**src/rtl/song_seq_ctrl_pkg.sv**
```systemverilog
// Shared types and defaults for the song sequencer: FSM state encoding,
// default field widths and the rom_data field layout.
package song_pkg;

  localparam int ADDR_W_DEF   = 5;
  localparam int PERIOD_W_DEF = 8;
  localparam int DUR_W_DEF    = 8;

  // rom_data = {period, duration}; duration occupies the LSBs, period sits directly above it
  localparam int DUR_LSB = 0;

  typedef enum logic [2:0] {
    IDLE    = 3'd0,
    FETCH   = 3'd1,
    LOAD    = 3'd2,
    PLAY    = 3'd3,
    ADVANCE = 3'd4,
    FINISH  = 3'd5
  } state_t;

endpackage

```
**src/rtl/song_seq_ctrl_if.sv**
```systemverilog
// Song ROM read port and note-player control bundle between the sequencer
// (master) and the ROM / note player (slave).
interface song_seq_ctrl_if
  import song_pkg::*;
#(
  parameter int ADDR_W   = ADDR_W_DEF,
  parameter int PERIOD_W = PERIOD_W_DEF,
  parameter int DUR_W    = DUR_W_DEF
);

  logic [ADDR_W-1:0]         rom_addr;
  logic [PERIOD_W+DUR_W-1:0] rom_data;
  logic [PERIOD_W-1:0]       player_period;
  logic                      player_load;
  logic                      player_en;

  modport master (
    output rom_addr, player_period, player_load, player_en,
    input  rom_data
  );

  modport slave (
    input  rom_addr, player_period, player_load, player_en,
    output rom_data
  );

endinterface

```
**src/rtl/song_seq_ctrl_dur_counter.sv**
```systemverilog
// Note duration down-counter: loaded with the note length, decremented on
// each qualified tick, flags when the next tick is the final one.
module song_dur_counter
  import song_pkg::*;
#(
  parameter int DUR_W = DUR_W_DEF
) (
  input  logic             clk,
  input  logic             rst,
  input  logic             load,
  input  logic [DUR_W-1:0] load_val,
  input  logic             dec,
  output logic             last
);

  logic [DUR_W-1:0] cnt;

  always_ff @(posedge clk or negedge rst) begin
    if (!rst) begin
      cnt <= '0;
    end else if (load) begin
      cnt <= load_val;
    end else if (dec && (cnt != '0)) begin
      cnt <= cnt - DUR_W'(1);
    end
  end

  assign last = (cnt == DUR_W'(1));

endmodule

```
**src/rtl/song_seq_ctrl.sv**
```systemverilog
// Song sequencer: walks the song ROM, loads each note into the note player
// and holds it for its duration in ticks. Define SONG_SEQ_LOOP_EN to loop forever.
module song_seq_ctrl
  import song_pkg::*;
#(
  parameter int ADDR_W   = ADDR_W_DEF,
  parameter int PERIOD_W = PERIOD_W_DEF,
  parameter int DUR_W    = DUR_W_DEF
) (
  input  logic              clk,
  input  logic              rst,
  input  logic              start,
  input  logic              stop,
  input  logic [ADDR_W:0]   song_len,
  input  logic              tick,
  song_seq_ctrl_if.master   bus,
  output logic              busy,
  output logic              done,
  output logic [2:0]        state
);

  state_t              cur_state, nxt_state;
  logic [ADDR_W-1:0]   index, index_nxt;
  logic [PERIOD_W-1:0] period_q, period_nxt;
  logic                en_q, en_nxt;
  logic                load_now, done_now;
  logic                last_tick, at_last_note;
  logic [PERIOD_W-1:0] rom_period;
  logic [DUR_W-1:0]    rom_dur;

  assign rom_dur      = bus.rom_data[DUR_LSB +: DUR_W];
  assign rom_period   = bus.rom_data[DUR_LSB + DUR_W +: PERIOD_W];
  assign at_last_note = (({1'b0, index} + (ADDR_W+1)'(1)) == song_len);

  song_dur_counter #(.DUR_W(DUR_W)) u_dur (
    .clk      (clk),
    .rst      (rst),
    .load     (load_now),
    .load_val (rom_dur),
    .dec      (tick && (cur_state == PLAY)),
    .last     (last_tick)
  );

  always_ff @(posedge clk or negedge rst) begin
    if (!rst) begin
      cur_state <= IDLE;
      index     <= '0;
      period_q  <= '0;
      en_q      <= 1'b0;
    end else begin
      cur_state <= nxt_state;
      index     <= index_nxt;
      period_q  <= period_nxt;
      en_q      <= en_nxt;
    end
  end

  // stop overrides every transition, including a start seen in the same cycle
  always_comb begin
    nxt_state  = cur_state;
    index_nxt  = index;
    period_nxt = period_q;
    en_nxt     = en_q;
    load_now   = 1'b0;
    done_now   = 1'b0;
    case (cur_state)
      IDLE: begin
        if (start && (song_len != '0)) nxt_state = FETCH;
      end
      FETCH: nxt_state = LOAD;
      LOAD: begin
        if (rom_dur != '0) begin
          load_now   = 1'b1;
          period_nxt = rom_period;
          en_nxt     = (rom_period != '0);
          nxt_state  = PLAY;
        end else begin
          nxt_state  = ADVANCE;
        end
      end
      PLAY: begin
        if (tick && last_tick) begin
          en_nxt    = 1'b0;
          nxt_state = ADVANCE;
        end
      end
      ADVANCE: begin
        if (at_last_note) begin
`ifdef SONG_SEQ_LOOP_EN
          index_nxt = '0;
          done_now  = 1'b1;
          nxt_state = FETCH;
`else
          nxt_state = FINISH;
`endif
        end else begin
          index_nxt = index + ADDR_W'(1);
          nxt_state = FETCH;
        end
      end
      FINISH: begin
        done_now  = 1'b1;
        index_nxt = '0;
        nxt_state = IDLE;
      end
      default: nxt_state = IDLE;
    endcase
    if (stop) begin
      nxt_state  = IDLE;
      index_nxt  = '0;
      period_nxt = period_q;
      en_nxt     = 1'b0;
      load_now   = 1'b0;
      done_now   = 1'b0;
    end
  end

  // the load pulse must carry the new period, so bypass the register while loading
  assign bus.player_period = load_now ? rom_period : period_q;
  assign bus.player_load   = load_now;
  assign bus.player_en     = en_q;
  assign bus.rom_addr      = (cur_state == IDLE) ? '0 : index;
  assign busy              = (cur_state != IDLE);
  assign done              = done_now;
  assign state             = cur_state;

endmodule

```
**src/flat_wrapper.sv**
```systemverilog
// flat-port wrapper written by rule: the top's interface ports become plain ports
module song_seq_ctrl_flat import song_pkg::*;
#(
  parameter int ADDR_W   = ADDR_W_DEF,
  parameter int PERIOD_W = PERIOD_W_DEF,
  parameter int DUR_W    = DUR_W_DEF
)
  (clk, rst, start, stop, song_len, tick, busy, done, state, bus_rom_addr, bus_player_period, bus_player_load, bus_player_en, bus_rom_data);
  song_seq_ctrl_if #(.ADDR_W(ADDR_W), .PERIOD_W(PERIOD_W), .DUR_W(DUR_W)) bus_i ();
  input  logic clk;
  input  logic rst;
  input  logic start;
  input  logic stop;
  input  logic [ADDR_W:0] song_len;
  input  logic tick;
  output logic busy;
  output logic done;
  output logic [2:0] state;
  output wire logic [$bits(bus_i.rom_addr)-1:0] bus_rom_addr;
  output wire logic [$bits(bus_i.player_period)-1:0] bus_player_period;
  output wire logic [$bits(bus_i.player_load)-1:0] bus_player_load;
  output wire logic [$bits(bus_i.player_en)-1:0] bus_player_en;
  input wire logic [$bits(bus_i.rom_data)-1:0] bus_rom_data;
  assign bus_rom_addr = bus_i.rom_addr;
  assign bus_player_period = bus_i.player_period;
  assign bus_player_load = bus_i.player_load;
  assign bus_player_en = bus_i.player_en;
  assign bus_i.rom_data = bus_rom_data;
  song_seq_ctrl #(.ADDR_W(ADDR_W), .PERIOD_W(PERIOD_W), .DUR_W(DUR_W)) u_core (.clk(clk), .rst(rst), .start(start), .stop(stop), .song_len(song_len), .tick(tick), .bus(bus_i), .busy(busy), .done(done), .state(state));
endmodule
```
**config.mk**
```make
export PLATFORM = sky130hd
export DESIGN_NAME = song_seq_ctrl_flat
export DESIGN_NICKNAME = d
export VERILOG_FILES = /design/src/rtl/song_seq_ctrl_pkg.sv /design/src/rtl/song_seq_ctrl_if.sv /design/src/rtl/song_seq_ctrl_dur_counter.sv /design/src/rtl/song_seq_ctrl.sv /design/src/flat_wrapper.sv
export SDC_FILE = /design/constraint.sdc
export NUM_CORES = 1
export LEC_CHECK = 0
export BUFFER_PORTS_ARGS = -buffer_cell sky130_fd_sc_hd__buf_2
export CORE_MARGIN = 4
export CORE_UTILIZATION = 40
export CTS_CLUSTER_SIZE = 10
export DETAILED_ROUTE_END_ITERATION = 12
export PLACE_DENSITY_LB_ADDON = 0.1
export RECOVER_POWER = 50
export SLEW_MARGIN = 20
export SYNTH_ARGS = -nofsm -noshare
export SYNTH_HDL_FRONTEND = slang
export SYNTH_SLANG_ARGS = --single-unit
```
**constraint.sdc**
```tcl
create_clock -name clk -period 5.9 [get_ports clk]
set_input_delay 0.885 -clock clk [delete_from_list [all_inputs] [get_ports clk]]
set_output_delay 0.885 -clock clk [all_outputs]
set_load 0.01 [all_outputs]
```
Yosys cells after proc, flatten, opt, wreduce, memory -nomap -nowiden:

Index checks and enable logic that the tools add are counted.

* bits in registers: 25
* bits in latches: 0
* bits in writable memories: 0
* bits in read-only memories: 0
* input bits: 27
* output and inout bits: 20
* logic and storage cells: 59
* memories: 0

* $add $sub $neg: 3
* multiply operators: 0
* divide/modulo/power cells: 0
* $lt $le $gt $ge: 0
* eq/ne operators: 11
* shift-type cells: 0
* muxes and demuxes: 22
* bitwise gates (word level): 1
* reduce and logical (&&, ||, !) cells: 17

Operators by type and width (number)
* 8-bit two-way mux: 3
* 8-bit nonzero test: 3
* 3-bit two-way mux: 5
* 5-bit two-way mux: 3
* 3-bit one-hot mux with 5 select lines: 1
* 5-bit one-hot mux with 2 select lines: 1
* 3-bit nonzero test: 3
* 8-bit by 1-bit == test with 1-bit output (second input constant): 1
* 1-bit two-way mux: 8
* 8-bit by 1-bit subtractor with 8-bit output (second input constant): 1
* 5-bit by 1-bit adder with 6-bit output (second input constant): 1
* 3-bit by 2-bit == test with 1-bit output (second input constant): 2
* 3-bit == test (second input constant): 2
* 6-bit == test: 1
* 3-bit by 2-bit != test with 1-bit output (second input constant): 2
* 3-bit != test (second input constant): 2
* 3-bit AND reduction: 2
* 6-bit nonzero test: 1
* 5-bit by 1-bit adder with 5-bit output (second input constant): 1
* 1-bit logical AND: 4
* 2-bit AND reduction: 2
* 3-bit by 1-bit == test with 1-bit output (second input constant): 1
* 3-bit logical NOT: 1
* 1-bit one-hot mux with 2 select lines: 1
* 2 further kinds: 2

Logic depth before layout (Yosys ltp):

Gate-level depths: netlist of run 1.

* depth in word-level cells: 5
* mapped depth: 7
* depth with buffers taken out: 7

Modules after synthesis:

From an unflattened synthesis of run 1, not the netlist that was laid out.

* cell total of the unflattened synthesis: 188
* area, all modules: 1784.2 um^2

Modules (own cells, without submodules)
* song_seq_ctrl: instances 1, cells an instance 128, area an instance 1237.4 um^2, sequential area each 425.4 um^2
* song_dur_counter: instances 1, cells an instance 60, area an instance 546.8 um^2, sequential area each 200.2 um^2

Worst setup path before layout of run 1:

No wires, ideal clock.

* path kind: in2out
* start: in stop
* end: out bus_player_period[6]
* arrival: 2.158 ns
* required time: 5.015 ns
* path slack: 2.857 ns
* stages on the path: 5
* path buffers: 2
* path through: or2_0 > buf_2 > a211oi_4 > buf_4 > mux2_1

* word-level cells in the longest chain between the ends: 2

Ends and longest elaborated chain
* from (decl): line flat_wrapper.sv:13 `input logic stop;`
* 1-bit two-way mux: line song_seq_ctrl.sv:108 `if (stop) begin`
* via bus_player_load: line flat_wrapper.sv:21 `output wire logic [$bits(bus_i.player_load)-1:0] bus_player_load;`
* 8-bit two-way mux: line song_seq_ctrl.sv:119 `assign bus.player_period = load_now ? rom_period : period_q;`
* to (decl): line flat_wrapper.sv:20 `output wire logic [$bits(bus_i.player_period)-1:0] bus_player_period;`

The timed path passes the listed nets, and every way through them passes these cells.

Worst setup path in the final report of run 1:

* start: in stop
* end: out bus_player_period[2]

* word-level cells in the longest chain between the ends: 2

Ends and longest elaborated chain (line)
* 1-bit two-way mux: song_seq_ctrl.sv:108
* 8-bit two-way mux: song_seq_ctrl.sv:119

No other way between the ends.

==> results of run 1 <==
routing by layer:
metal,vias to the layer above,global-route usage
li1,776,-
met1,766,0.2399
met2,61,0.2657
met3,5,0.03514
met4,0,0.03953
met5,-,0
power breakdown:
part           switching [mW]  leakage [nW]  total (mW)  internal (mW)
Combinational           0.151         0.541       0.283          0.132
Clock                  0.0560        0.0217       0.104         0.0479
Sequential             0.0548         0.320       0.285          0.230
critical path: stages:
cell and delay [ns]:
clkbuf_1 0.22, or2_0 0.44, a211oi_4 0.21, clkbuf_1 0.95, mux2_1 0.39, buf_2 0.14
cell families after synthesis:
group / Yosys count / share of synthesized area
simple gates: 78 / 0.2548
xor+xnor: 6 / 0.03417
fa+ha+maj: 3 / 0.02135
compound gates: 37 / 0.1594
buf+inv: 16 / 0.04484
mux: 20 / 0.1295
flops: 25 / 0.3559
placed cells by master (no fill, tap or decap), drive strengths merged, types with 4 or more instances in the layout:
master	n
inv	8
nand2	10
nor4	8
dfrtp	25
clkbuf	11
nor2b	4
nor3	4
o21ai	10
mux2	19
nand3	9
nor2	20
buf	39
nand4	4
a21oi	7
state kept, by name, summed over array words and instances, names as in the netlist:
name / count
u_core.state: 3
u_core.index: 5
u_core.period_q: 8
u_core.bus.player_en: 1
u_core.u_dur.cnt: 8
final cells by class:
type                    count  share of cell area
repair buffers             47              0.1104
inverters                   8             0.01472
clock buffers               3             0.02025
multi-input cells         144              0.5135
well taps                  50             0.03067
flip-flops and latches     25              0.3067
clock inverters             1            0.003681
stage by stage:
stage / hold WS (ns) / power, mW
finish: 0.4888 / 0.6714
global route: 0.5180 / 0.7305
detailed placement: 0.4735 / 0.5737
floorplan: 0.4503 / 0.4738
CTS: 0.4961 / 0.6821
global placement: 0.4696 / 0.5660
worst min-delay path by stage:
| stage | startpoint | end | slack (ns) | depth (start not counted) |
|---|---|---|---|---|
| after floorplan | u_core.period_q[5]$_DFFE_PN0P_ | u_core.period_q[5]$_DFFE_PN0P_ | 0.45 | 1 |
| after global placement | u_core.period_q[6]$_DFFE_PN0P_ | u_core.period_q[6]$_DFFE_PN0P_ | 0.47 | 1 |
| after CTS | u_core.period_q[5]$_DFFE_PN0P_ | u_core.period_q[5]$_DFFE_PN0P_ | 0.50 | 1 |
| after global routing | u_core.period_q[6]$_DFFE_PN0P_ | u_core.period_q[6]$_DFFE_PN0P_ | 0.52 | 1 |
| final | u_core.period_q[6]$_DFFE_PN0P_ | u_core.period_q[6]$_DFFE_PN0P_ | 0.49 | 1 |
| after detailed placement | u_core.period_q[5]$_DFFE_PN0P_ | u_core.period_q[5]$_DFFE_PN0P_ | 0.47 | 1 |
==> impl_metrics.py, run 1 <==
metrics = {
    "run_status": {
        "status": "complete, no violations",
    },
    "sta": {
        "worst_pin_slew_ns": 1.358,
        "fin_ws_ns": 1.758,
        "rsz0062_at_grt": "false",
        "fmax_mhz": 241.4,
        "finalSetupViolCount": 0,
        "setup_tns_ns": 0,
        "period_share": 0.7020,
        "slew_viol_final": 0,
        "relSlewSlack": 0.09449,
        "fin_crit_ns": 4.142,
        "clock_skew_ns": 0.001040,
        "finalHoldViolCount": 0,
    },
    "floorplan": {
        "die_area_sq_um": 5520,
        "die_y_microns": 74.30,
        "initial_core_util": 0.4272,
        "die_x_microns": 74.30,
        "rows": 23,
        "pin_count": 47,
        "core_sq_um": 4115,
    },
    "clocking": {
        "clock-sinks": 25,
        "cts_max_path_buffers": 2,
        "cts_tree": "built",
        "cts_setup_buffers": 0,
        "cts-root-buf": "clkbuf_8",
        "ctsHoldBuffers": 0,
        "numCtsBuffers": 3,
        "cts_resized": 0,
        "clk_latency_ns": 0.27,
        "clk_pin_slew_worst_paths_ns": 0.09,
        "ctsHtreeMaxLevel": 1,
    },
    "yosys": {
        "synth_top_area_share": 0.3559,
        "synth_area_leaders": "dfrtp_1, mux2_1, mux2_2",
        "ys_ff_latch": 25,
        "async_flop_share": 1.000,
        "syn_avg_cell_area_sq_um": 9.502,
        "synthCells": 185,
        "synth.most_common_cell": "dfrtp_1",
        "yosys_warnings": 0,
        "syn_area_sq_um": 1758,
        "synth-seq-area-share": 0.3559,
        "yosys_most_used_dff": "dfrtp_1",
        "ys_types": 52,
        "syn-num-nets": 215,
        "synth_edf_count": 0,
        "yosysTopAreaCell": "dfrtp_1",
        "synth_common_cells": "dfrtp_1, nor2_1, mux2_1, nand2_1, o21ai_0",
    },
    "placed_design": {
        "port_buffers": 46,
        "place_area_sq_um": 2009,
        "dp_hpwl_microns": 3370,
        "place_ws_ns": 2.517,
        "gp_congestion": 0.8416,
        "placed_cells": 274,
    },
    "routing": {
        "wl_met3_microns": 317,
        "drt_iter0_drc": 223,
        "wl_per_cell_microns": 15.51,
        "dr_total_vias": 1608,
        "vias_per_cell": 5.784,
        "top_layer": "met4",
        "routed_wl_microns": 4313,
        "drc": 0,
        "ant_nets": 0,
        "wl_met2_microns": 2071,
        "drtPass1Iterations": 4,
        "met1_length_microns": 1888,
    },
    "critical_path": {
        "timing.critical_path.required_ns": 5.02,
        "cp-startpoint": "stop",
        "worstReg2RegStart": "u_core.state[0]$_DFFE_PN0P_",
        "endpoint_kind": "primary output",
        "crit_end": "bus_player_period[2]",
        "critPathMaxFanout": 26,
        "r2r_setup_slack_ns": 3.04,
        "path_class": "in2out",
        "reg2reg_to": "u_core.u_dur.cnt[5]$_DFFE_PN0P_",
        "start_kind": "primary input",
        "r2r_cells": 6,
        "crit_arrival_ns": 3.26,
    },
    "finish": {
        "final_layout_size_suffix_gt1_frac": 0.2632,
        "diodes": 0,
        "multi_input_area_sq_um": 1047,
        "postLayoutCoreUtil": 0.4956,
        "synthToLayoutAreaGrowth_pct": 16.01,
        "seq_area_sq_um": 625.6,
        "nets": 259,
        "stdcell_area_sq_um": 2039,
        "n_fill_cell": 408,
        "stdcell_count": 278,
    },
    "global_route": {
        "grt_pass1_wl_microns": 7314,
        "grt_pass1_vias": 1568,
        "antenna_found_initial": 0,
        "grt_use_total": 0.1688,
        "grt_start_max_net_pins": 27,
        "overflow": 0,
    },
    "power": {
        "peakVddDrop_mv": 0.1844,
        "p_leak_nw": 0.8825,
        "cellPowerDensity_nw_per_um2": 329.2,
    },
    "job": {
        "drv_cap": 0,
    },
    "min_path": {
        "min-delay-path-class": "reg2reg",
    },
}
Note: power is estimated with default switching activity, not from simulation.
==> run 2: changes to the inputs <==
--- a/config.mk
+++ b/config.mk
@@ -5,6 +5,7 @@
 export SDC_FILE = /design/constraint.sdc
 export NUM_CORES = 1
 export LEC_CHECK = 0
+export ABC_AREA = 1
 export BUFFER_PORTS_ARGS = -buffer_cell sky130_fd_sc_hd__buf_2
 export CORE_MARGIN = 4
 export CORE_UTILIZATION = 40
==> constraint.sdc (replaced) <==
create_clock -name clk -period 3.3 [get_ports clk]
set_input_delay 0.495 -clock clk [delete_from_list [all_inputs] [get_ports clk]]
set_output_delay 0.495 -clock clk [all_outputs]
set_load 0.01 [all_outputs]
==> impl_metrics.py, run 2 <==
metrics = {
    "clocking": {
        "clk_latency_ns": 0.26,
        "ctsHtreeMaxLevel": 1,
        "cts_tree": "built",
        "clk_pin_slew_worst_paths_ns": 0.09,
        "ctsHoldBuffers": 0,
        "cts_max_path_buffers": 2,
        "cts_setup_buffers": 0,
        "cts-root-buf": "clkbuf_8",
        "cts_resized": 0,
        "numCtsBuffers": 3,
        "clock-sinks": 25,
    },
    "critical_path": {
        "endpoint_kind": "primary output",
        "critical_path.max_stage_delay_ns": 0.40,
        "crit_chain": "inv_2 > nor2_1 > inv_2 > nor2_1 > nand3_4 > inv_2 > nand2_1 > nand2_1 > buf_2",
        "crit_arrival_ns": 2.08,
        "critPathMaxFanout": 25,
        "start_kind": "flop",
        "path_common_cell": "inv_2",
        "path_class": "reg2out",
        "timing.critical_path.required_ns": 2.80,
        "slowest_stage": "dfrtp_1",
    },
    "yosys": {
        "synthCells": 240,
        "yosys_most_used_dff": "dfrtp_1",
        "synth_top_area_share": 0.3723,
        "syn_area_sq_um": 1680,
        "syn-num-nets": 270,
        "synth-seq-area-share": 0.3723,
        "synth_common_cells": "nand2_1, inv_1, dfrtp_1, nor2_1, nand3_1",
        "ys_types": 27,
        "yosys_warnings": 0,
        "synth_edf_count": 0,
        "async_flop_share": 1.000,
        "ys_ff_latch": 25,
        "synth_area_leaders": "dfrtp_1, nand2_1, inv_1",
        "yosysTopAreaCell": "dfrtp_1",
        "syn_avg_cell_area_sq_um": 7.002,
        "synth.most_common_cell": "nand2_1",
    },
    "sta": {
        "fin_ws_ns": 0.7224,
        "fin_crit_ns": 2.578,
        "finalSetupViolCount": 0,
        "relSlewSlack": 0.1179,
        "fmax_mhz": 388.0,
        "clock_skew_ns": 0.004888,
        "setup_tns_ns": 0,
        "finalHoldViolCount": 0,
        "rsz0062_at_grt": "false",
        "period_share": 0.7811,
        "slew_viol_final": 0,
        "worst_pin_slew_ns": 1.323,
    },
    "floorplan": {
        "die_area_sq_um": 5302,
        "core_sq_um": 4029,
        "pin_count": 47,
        "rows": 23,
        "die_x_microns": 72.82,
        "die_y_microns": 72.82,
        "initial_core_util": 0.4171,
    },
    "global_route": {
        "grtUsageMet3": 0.02479,
        "grt_use_total": 0.1573,
        "overflow": 0,
        "met2_usage": 0.2745,
        "top_usage_layer": "met2",
        "grtUsageMet1": 0.2034,
        "grt_pass1_vias": 1514,
        "grt_start_max_net_pins": 26,
        "grt_pass1_wl_microns": 6706,
        "antenna_found_initial": 0,
    },
    "finish": {
        "layout_common_cells": "nand2_1, buf_2, inv_1",
        "final_layout_size_suffix_gt1_frac": 0.2153,
        "final_common_cell": "nand2_1",
        "reg.largest.list": "u_core.period_q (8), u_core.u_dur.cnt (8), u_core.index (5)",
        "nets": 319,
        "diodes": 0,
        "synthToLayoutAreaGrowth_pct": 18.54,
    },
    "routing": {
        "drc": 0,
        "routed_wl_microns": 3926,
        "vias_per_cell": 4.828,
        "ant_nets": 0,
        "drt_iter0_drc": 112,
        "wl_per_cell_microns": 11.62,
        "dr_total_vias": 1632,
        "drtPass1Iterations": 4,
    },
    "placed_design": {
        "port_buffers": 46,
        "gp_congestion": 0.8495,
        "dp_hpwl_microns": 3121,
        "place_ws_ns": 1.052,
    },
    "power": {
        "peakVddDrop_mv": 0.3765,
        "p_leak_nw": 1.092,
        "cellPowerDensity_nw_per_um2": 640.0,
    },
    "run_status": {
        "status": "complete, no violations",
    },
    "job": {
        "drv_cap": 0,
    },
    "min_path": {
        "min-delay-path-class": "in2reg",
    },
}
## run 2: worst paths after layout
path	startpoint	slack, ns	end	depth (start not counted)
min reg2reg	u_core.period_q[6]$_DFFE_PN0P_	0.48	u_core.period_q[6]$_DFFE_PN0P_	2
max	u_core.state[1]$_DFFE_PN0P_	0.72	bus_player_period[7]	9
min in group asynchronous	rst	0.51	u_core.period_q[6]$_DFFE_PN0P_	1
min	bus_rom_data[14]	0.46	u_core.period_q[6]$_DFFE_PN0P_	3
max in group asynchronous	rst	2.02	u_core.u_dur.cnt[2]$_DFFE_PN0P_	1
max reg2reg	u_core.state[1]$_DFFE_PN0P_	1.48	u_core.u_dur.cnt[7]$_DFFE_PN0P_	8
## run 2: cells by family (layout without fill, tap and decap cells)
kind of cell / Yosys count / count (layout) / synth area share
xor gates and xnor gates: 4 / 4 / 0.02085
adders and majority gates: 3 / 3 / 0.02234
and+or+nand+nor: 131 / 131 / 0.3701
AOI/OAI and AO/OA: 33 / 33 / 0.1147
DFF: 25 / 25 / 0.3723
buffers and inverters: 44 / 92 / 0.09978
## run 2: layer usage
metal | share of wire | vias up | routed length, microns
li1 | - | 866 | -
met1 | 0.47 | 720 | 1829
met2 | 0.48 | 44 | 1866
met3 | 0.053 | 2 | 207
met4 | 0.0059 | 0 | 23
met5 | 0 | - | 0
## run 2: final cells by class
type	count	area [sq um]
Multi-Input combinational cell	171	877.1
Sequential cell	25	625.6
Timing Repair Buffer	46	224.0
Fill cell	426	2037
Inverter	42	157.7
Clock buffer	4	45.04
Tap cell	50	62.56
## run 2: stage by stage
step	std cells	power, mW	hold slack, ns	utilization	cell area (sq um)
final	338	1.275	0.4613	0.4944	1992
after global routing	338	1.405	0.4632	0.4944	1992
after CTS	338	1.308	0.2395	0.4984	2008
after detailed placement	334	1.126	0.4599	0.4873	1963
after global placement	334	1.120	0.4648	0.4873	1963
after floorplan	240	0.9255	0.1994	-	1680
## run 2: report_power, final
group          switching, mW  leakage (nW)  internal [mW]  total (mW)
clock                 0.0921        0.0228         0.0861       0.178
combinational          0.388         0.746          0.226       0.614
sequential            0.0681         0.324          0.415       0.483
## run 2: worst max-delay path, delay by kind of cell, from the launching register on
family | cells | cell delay (ns)
buf+inv | 4 | 0.49
simple gates | 5 | 0.92
flops | 1 | 0.40
==> run 3: changes to the inputs <==
==> constraint.sdc (replaced) <==
create_clock -name clk -period 2.5 [get_ports clk]
set_input_delay 0.375 -clock clk [delete_from_list [all_inputs] [get_ports clk]]
set_output_delay 0.375 -clock clk [all_outputs]
set_load 0.01 [all_outputs]
==> impl_metrics.py, run 3 (synthesis results as in run 2) <==
metrics = {
    "clocking": {
        "ctsHoldBuffers": 0,
        "cts_tree": "built",
        "cts_max_path_buffers": 2,
        "cts_resized": 0,
        "clock-sinks": 25,
        "cts_setup_buffers": 0,
        "clk_pin_slew_worst_paths_ns": 0.09,
        "cts-root-buf": "clkbuf_8",
        "ctsHtreeMaxLevel": 1,
        "numCtsBuffers": 3,
        "clk_latency_ns": 0.27,
    },
    "global_route": {
        "antenna_found_initial": 0,
        "grt_start_max_net_pins": 26,
        "grt_pass1_wl_microns": 6975,
        "grt_pass1_vias": 1593,
        "overflow": 0,
        "grt_use_total": 0.1643,
    },
    "sta": {
        "clock_skew_ns": 0.002137,
        "setup_tns_ns": 0,
        "relSlewSlack": 0.1202,
        "fmax_mhz": 446.9,
        "worst_pin_slew_ns": 1.320,
        "finalHoldViolCount": 0,
        "period_share": 0.8951,
        "slew_viol_final": 0,
        "fin_ws_ns": 0.2623,
        "rsz0062_at_grt": "false",
        "fin_crit_ns": 2.238,
        "finalSetupViolCount": 0,
    },
    "placed_design": {
        "place_ws_ns": 0.5054,
        "gp_congestion": 0.8667,
        "port_buffers": 46,
        "placed_cells": 334,
        "dp_hpwl_microns": 3152,
    },
    "finish": {
        "final_common_cell": "nand2_1",
        "layout_common_cells": "nand2_1, buf_2, inv_1",
        "nets": 320,
        "final_layout_size_suffix_gt1_frac": 0.2318,
        "multi_input_area_sq_um": 897.1,
        "n_fill_cell": 429,
        "postLayoutCoreUtil": 0.4997,
        "stdcell_count": 339,
        "synthToLayoutAreaGrowth_pct": 19.81,
        "seq_area_sq_um": 625.6,
        "diodes": 0,
        "reg.largest.list": "u_core.period_q (8), u_core.u_dur.cnt (8), u_core.index (5)",
    },
    "floorplan": {
        "die_area_sq_um": 5302,
        "core_sq_um": 4029,
        "die_y_microns": 72.82,
        "initial_core_util": 0.4171,
        "rows": 23,
        "die_x_microns": 72.82,
        "pin_count": 47,
    },
    "power": {
        "fin_total_pwr_mw": 1.731,
        "p_leak_nw": 1.095,
        "cellPowerDensity_nw_per_um2": 859.7,
        "peakVddDrop_mv": 0.4606,
    },
    "routing": {
        "routed_wl_microns": 4105,
        "wl_per_cell_microns": 12.11,
        "drt_iter0_drc": 87,
        "drc": 0,
        "vias_per_cell": 4.947,
        "dr_total_vias": 1677,
        "drtPass1Iterations": 4,
        "ant_nets": 0,
    },
    "min_path": {
        "min-delay-path-class": "in2reg",
    },
    "critical_path": {
        "endpoint_kind": "primary output",
        "start_kind": "flop",
        "path_class": "reg2out",
        "critPathMaxFanout": 13,
        "crit_arrival_ns": 1.86,
        "timing.critical_path.required_ns": 2.12,
    },
    "run_status": {
        "status": "complete, no violations",
    },
    "job": {
        "drv_cap": 0,
    },
}
run 3: cell count changes in the layout (fill, tap and decap cells not counted), sizes merged:
| cell | before | now |
|---|---|---|
| nand3 | 24 | 25 |
| clkinv | 0 | 1 |
| clkbuf | 9 | 8 |
run 3: layout make-up:
cell class	instances	share of cell area
Multi-Input combinational cell	172	0.4456
Sequential cell	25	0.3108
Timing Repair Buffer	46	0.1112
Inverter	42	0.07831
Tap cell	50	0.03108
Clock buffer	3	0.02051
Clock inverter	1	0.002486
run 3: path summary, 6_finish.rpt:
check	startpoint	to	slack (ns)	depth (start not counted)
min in group asynchronous	rst	u_core.period_q[0]$_DFFE_PN0P_	0.37	1
min	bus_rom_data[15]	u_core.period_q[7]$_DFFE_PN0P_	0.33	3
max in group asynchronous	rst	u_core.u_dur.cnt[3]$_DFFE_PN0P_	1.35	1
max	u_core.state[2]$_DFFE_PN0P_	bus_player_period[7]	0.26	8
min reg2reg	u_core.period_q[6]$_DFFE_PN0P_	u_core.period_q[6]$_DFFE_PN0P_	0.49	2
max reg2reg	u_core.state[2]$_DFFE_PN0P_	u_core.u_dur.cnt[7]$_DFFE_PN0P_	0.75	7
run 3: per-layer routing:
metal  track usage  share of wire  routed length (microns)  up-vias
li1              -              -                        -      872
met1        0.2182           0.49                     2006      763
met2        0.2756           0.45                     1863       38
met3       0.02204          0.047                      194        4
met4       0.05328          0.010                       41        0
met5             0              0                        0        -
run 3: worst max-delay path, stage by stage (launching register included):
cell     delay, ns
dfrtp_1       0.45
nor2_4        0.15
inv_2         0.05
nor2_2        0.27
nand3_4       0.21
inv_2         0.19
nand2_1       0.09
nand2_1       0.06
buf_2         0.12
run 3: where the power goes:
| group | total [mW] | internal (mW) | switching, mW |
|---|---|---|---|
| Sequential | 0.643 | 0.548 | 0.0957 |
| Combinational | 0.841 | 0.305 | 0.535 |
| Clock | 0.247 | 0.112 | 0.135 |
| Total | 1.73 | 0.965 | 0.766 |
run 3: metrics by stage:
| stage | hold slack, ns | instance area (sq um) |
|---|---|---|
| global route | 0.3359 | 2013 |
| global placement | 0.3983 | 1963 |
| floorplan | 0.07941 | 1680 |
| detailed placement | 0.4016 | 1963 |
| CTS | 0.09895 | 2009 |
| finish | 0.3305 | 2013 |
